[config.mk]
export PLATFORM = sky130hd
export DESIGN_NAME = multicycle_sequencer
export DESIGN_NICKNAME = d
export VERILOG_FILES = /design/src/rtl/multicycle_sequencer_pkg.sv /design/src/rtl/multicycle_sequencer.sv
export SDC_FILE = /design/constraint.sdc
export NUM_CORES = 1
export LEC_CHECK = 0
export CAP_MARGIN = 20
export CORE_UTILIZATION = 49
export DETAILED_ROUTE_END_ITERATION = 6
export PLACE_DENSITY = 0.95
export SKIP_CTS_REPAIR_TIMING = 1
export SYNTH_ARGS = -nofsm -noshare
export SYNTH_HDL_FRONTEND = slang
export SYNTH_SLANG_ARGS = --single-unit
[constraint.sdc]
create_clock -name clk -period 3.39 [get_ports clk]
set_clock_uncertainty 0.15 [all_clocks]
set_input_delay 0.678 -clock clk [delete_from_list [all_inputs] [get_ports clk]]
set_output_delay 0.678 -clock clk [all_outputs]
set_load 0.005 [all_outputs]
[src/rtl/multicycle_sequencer_pkg.sv]
// Shared state encoding and RISC-V base opcode constants for the multi-cycle sequencer.
package multicycle_sequencer_pkg;

  typedef enum logic [2:0] {
    SEQ_IDLE   = 3'd0,
    SEQ_FETCH  = 3'd1,
    SEQ_DECODE = 3'd2,
    SEQ_EXEC   = 3'd3,
    SEQ_MEM    = 3'd4,
    SEQ_WB     = 3'd5,
    SEQ_HALT   = 3'd6
  } seq_state_e;

  localparam logic [6:0] OPCODE_LUI     = 7'h37;
  localparam logic [6:0] OPCODE_AUIPC   = 7'h17;
  localparam logic [6:0] OPCODE_JAL     = 7'h6F;
  localparam logic [6:0] OPCODE_JALR    = 7'h67;
  localparam logic [6:0] OPCODE_BRANCH  = 7'h63;
  localparam logic [6:0] OPCODE_LOAD    = 7'h03;
  localparam logic [6:0] OPCODE_STORE   = 7'h23;
  localparam logic [6:0] OPCODE_ARITH_I = 7'h13;
  localparam logic [6:0] OPCODE_ARITH_R = 7'h33;

  // Anything outside the nine supported opcodes traps the core into HALT.
  function automatic logic is_legal_op(input logic [6:0] op_f);
    logic legal;
    case (op_f)
      OPCODE_LUI, OPCODE_AUIPC, OPCODE_JAL, OPCODE_JALR, OPCODE_BRANCH,
      OPCODE_LOAD, OPCODE_STORE, OPCODE_ARITH_I, OPCODE_ARITH_R: legal = 1'b1;
      default: legal = 1'b0;
    endcase
    return legal;
  endfunction

endpackage

[src/rtl/multicycle_sequencer.sv]
// Multi-cycle instruction sequencer: walks each instruction through FETCH..WB over
// one shared memory port and produces the phase-qualified datapath enables.
module multicycle_sequencer
  import multicycle_sequencer_pkg::*;
#(
  parameter int INSTRET_W = 32
) (
  input  logic                 clk,
  input  logic                 rst,
  input  logic                 run,
  input  logic [6:0]           op,
  input  logic                 mem_read,
  input  logic                 mem_write,
  input  logic                 reg_write,
  input  logic                 can_branch,
  input  logic                 should_jump,
  input  logic                 mem_ready,
  output logic                 mem_req,
  output logic                 mem_we,
  output logic                 mem_is_fetch,
  output logic                 ir_load,
  output logic                 mdr_load,
  output logic                 rf_write,
  output logic                 pc_write,
  output logic                 busy,
  output logic                 halted,
  output logic [2:0]           state,
  output logic [INSTRET_W-1:0] instret
);

  seq_state_e           state_q, state_d;
  logic [INSTRET_W-1:0] instret_q;
  logic                 retire;

  always_ff @(posedge clk or posedge rst) begin
    if (rst) begin
      state_q   <= SEQ_IDLE;
      instret_q <= '0;
    end else begin
      state_q <= state_d;
      if (retire) begin
        instret_q <= instret_q + INSTRET_W'(1);
      end
    end
  end

  always_comb begin
    state_d      = state_q;
    retire       = 1'b0;
    mem_req      = 1'b0;
    mem_we       = 1'b0;
    mem_is_fetch = 1'b0;
    ir_load      = 1'b0;
    mdr_load     = 1'b0;
    rf_write     = 1'b0;
    halted       = 1'b0;

    case (state_q)
      SEQ_IDLE: begin
        if (run) state_d = SEQ_FETCH;
      end
      SEQ_FETCH: begin
        mem_req      = 1'b1;
        mem_is_fetch = 1'b1;
        if (mem_ready) begin
          ir_load = 1'b1;
          state_d = SEQ_DECODE;
        end
      end
      SEQ_DECODE: begin
        state_d = is_legal_op(op) ? SEQ_EXEC : SEQ_HALT;
      end
      SEQ_EXEC: begin
        // Branch wins over reg_write; a conditional branch never writes the RF.
        if (mem_read || mem_write) state_d = SEQ_MEM;
        else if (can_branch)       retire  = 1'b1;
        else if (reg_write)        state_d = SEQ_WB;
        else                       retire  = 1'b1;
      end
      SEQ_MEM: begin
        mem_req = 1'b1;
        mem_we  = mem_write;
        if (mem_ready) begin
          if (mem_write) begin
            retire = 1'b1;
          end else begin
            mdr_load = 1'b1;
            state_d  = SEQ_WB;
          end
        end
      end
      SEQ_WB: begin
        rf_write = 1'b1;
        retire   = 1'b1;
      end
      SEQ_HALT: begin
        halted = 1'b1;
      end
      default: state_d = SEQ_IDLE;
    endcase

    // run is only consulted here and in IDLE, so dropping it mid-instruction is harmless.
    if (retire) state_d = run ? SEQ_FETCH : SEQ_IDLE;
  end

  assign pc_write = retire;
  assign busy     = (state_q != SEQ_IDLE) && (state_q != SEQ_HALT);
  assign state    = state_q;
  assign instret  = instret_q;

  logic unused_ok;
  assign unused_ok = should_jump;

endmodule

==> results.py <==
metrics = {
    "yosys": {
        "syn_inst": 182,
        "netlist_area_um2": 1820,
        "yosys.area_share.simple": 0.287,
        "synth.distinct_cells": 40,
        "synthAdderAreaFrac": 0.00687,
        "synth_area_leaders": "dfrtp_1, xnor2_1, xor2_1, nand2_1, nand4_1",
        "synth_nets": 199,
        "synth-xor-area-share": 0.153,
        "yosysTopAreaCell": "dfrtp_1",
        "yosysWarningCount": 0,
        "ys_seq_area_frac": 0.481,
        "synth_top_family_by_area": "simple AND/OR/NAND/NOR gates",
        "ys_ff_latch": 35,
        "synth_compound_area_frac": 0.0501,
        "synth.avg_cell_area_um2": 10.0,
        "yosysTopAreaCellShare": 0.481,
        "synth.area.mux_share": 0,
    },
    "power_and_ir_drop": {
        "vdd_drop_max_mv": 0.368,
        "p_leak_nw": 1.10,
        "power_density_nw_per_um2": 558,
        "clkPwrFrac": 0.304,
        "comb_power_share": 0.310,
        "p_switching_mw": 0.432,
        "p_seq_frac": 0.386,
        "switching_share": 0.296,
        "p_int_mw": 1.03,
    },
    "clock_network": {
        "cts_root_buf": "clkbuf_8",
        "clk_pin_slew_worst_paths_ps": 60,
        "htree_num_levels": 2,
        "clock_latency_ps": 300,
        "clock-sinks": 35,
        "numCtsBuffers": 5,
        "tritoncts": "built",
        "clk_path_buf_depth": 2,
    },
    "worst_setup_path": {
        "path_max_fanout": 5,
        "endpoint_kind": "primary output",
        "start_kind": "input pin",
        "required_ps": 2560,
        "worst_ep_arrival_time_ps": 2450,
        "critPathKind": "input pin to primary output",
    },
    "route": {
        "drtIter0Drc": 112,
        "post-route-drc-count": 0,
        "antenna_left": 0,
        "wl_mm": 4.45,
        "vias": 1622,
        "firstDrtPassIters": 4,
        "routed_via_density": 5.50,
        "post_drt_wl_per_cell_um": 15.1,
    },
    "timing": {
        "worst_pin_slew_ps": 537,
        "timing.final.crit_share": 0.967,
        "finalSetupViolCount": 0,
        "hold_viol": 0,
        "post-route-min-period_ps": 3280,
        "fin_setup_tns_ps": 0,
        "layout_setup_ws_ps": 113,
        "maxSlewHeadroom": 0.637,
        "maxSlewViolCount": 0,
        "rsz0062_at_grt": "false",
        "max_freq_ghz": 0.305,
    },
    "floorplanning": {
        "die_w_um": 63.0,
        "rows": 21,
        "io-pin-count": 60,
        "start_util": 0.529,
        "core_area_um2": 3440,
        "die_h_um": 63.0,
        "dieArea_um2": 3970,
    },
    "global_route": {
        "grt_overflow": 0,
        "grt_pass1_wl_mm": 7.52,
        "antenna_found_initial": 0,
        "grt_use_total": 0.252,
        "grt_pass1_vias": 1532,
        "grt_max_degree": 36,
    },
    "placed_design": {
        "gp_congestion": 0.821,
        "pre_cts_slack_ps": 81.9,
        "dp_hpwl_mm": 3.14,
        "port_buffers": 58,
    },
    "cells_and_area": {
        "n_antenna_cell": 0,
        "multi_input_area_um2": 911,
        "drive_gt1_frac": 0.0884,
        "synthToLayoutAreaGrowth_pct": 43.7,
        "fin_nets": 265,
        "seq_area_um2": 876,
        "fillers": 239,
        "mostFrequentLayoutCells": "clkdlybuf4s50_1, dfrtp_1, nand2_1, xnor2_1, nor2_1",
        "final_common_cell": "clkdlybuf4s50_1",
    },
    "run": {
        "cap_violations": 0,
    },
    "run_status": {
        "status": "finished clean",
    },
    "worst_hold_path": {
        "hp-class": "flop to flop",
    },
}
-- registers in the layout (all words and copies together), names as in the netlist --
name	flops
state	3
instret	32
-- layout make-up --
cell class	instances	share of cell area
Clock buffer	6	0.0277
Clock inverter	2	0.0229
Inverter	6	0.00860
Multi-Input combinational cell	137	0.348
Sequential cell	35	0.335
Tap cell	46	0.0220
Timing Repair Buffer	63	0.236
-- per-layer routing --
layer	wire, um	part of all wire	global-route usage	vias to the layer above
li1	-	-	-	760
met3	179	0.040	0.0785	9
met2	2400	0.54	0.417	50
met1	1780	0.40	0.301	803
met5	0	0	0	-
met4	94	0.021	0.105	0
-- per-stage QoR --
stage	hold slack [ps]	cells	utilization	instance area [um^2]	power, mW
global placement	332	287	0.720	2480	0.998
global route	359	295	0.760	2620	1.53
floorplan	327	182	-	1820	0.762
CTS	352	295	0.759	2610	1.46
finish	347	295	0.760	2620	1.46
detailed placement	341	287	0.720	2480	1.02
-- power by group through the flow --
stage | registers (mW) | clock network [mW] | logic [mW]
finish | 0.564 | 0.443 | 0.453
global route | 0.573 | 0.471 | 0.488
CTS | 0.562 | 0.446 | 0.452
detailed placement | 0.568 | 0 | 0.447
global placement | 0.563 | 0 | 0.435
floorplan | 0.535 | 0 | 0.227
-- synthesized netlist by cell type (all sizes together) --
| cell | count |
|---|---|
| a21oi | 6 |
| a221o | 1 |
| and2 | 2 |
| and3 | 2 |
| and3b | 1 |
| and4 | 1 |
| buf | 2 |
| clkbuf | 2 |
| dfrtp | 35 |
| ha | 1 |
| inv | 6 |
| nand2 | 21 |
| nand2b | 3 |
| nand3 | 8 |
| nand4 | 12 |
| nand4bb | 1 |
| nor2 | 17 |
| nor2b | 3 |
| nor3 | 6 |
| nor3b | 1 |
| nor4 | 2 |
| nor4b | 1 |
| nor4bb | 1 |
| o211ai | 2 |
| o21a | 1 |
| o21ai | 1 |
| o22ai | 1 |
| o31ai | 1 |
| o32a | 1 |
| or2 | 2 |
| or2b | 1 |
| or3 | 4 |
| or4 | 1 |
| or4b | 1 |
| xnor2 | 21 |
| xor2 | 10 |
-- cell families (layout without fill, tap and decap cells) --
family,after synthesis,in the layout
and+or+nand+nor,91,91
adders and majority gates,1,1
buffers and inverters,10,77
AOI/OAI and AO/OA,14,14
xor gates and xnor gates,31,31
DFF,35,35
-- worst paths after layout --
kind | from | to | slack, ps | cells past startpoint
setup / recovery | mem_ready | ir_load | 110 | 6
max in group asynchronous | rst | instret[10] | 2160 | 3
setup reg to reg | state[1] | instret[16] | 890 | 6
hold / removal | instret[31] | instret[31] | 350 | 1
hold reg to reg | instret[31] | instret[31] | 350 | 1
min in group asynchronous | rst | instret[28] | 630 | 3
-- worst max-delay path, cell delays in order --
cell and delay (ps):
clkdlybuf4s50_1 470, nor4bb_1 270, a21oi_1 70, o21a_1 240
nor3_2 180, clkdlybuf4s50_1 540
(Power assumes the default switching activity.)
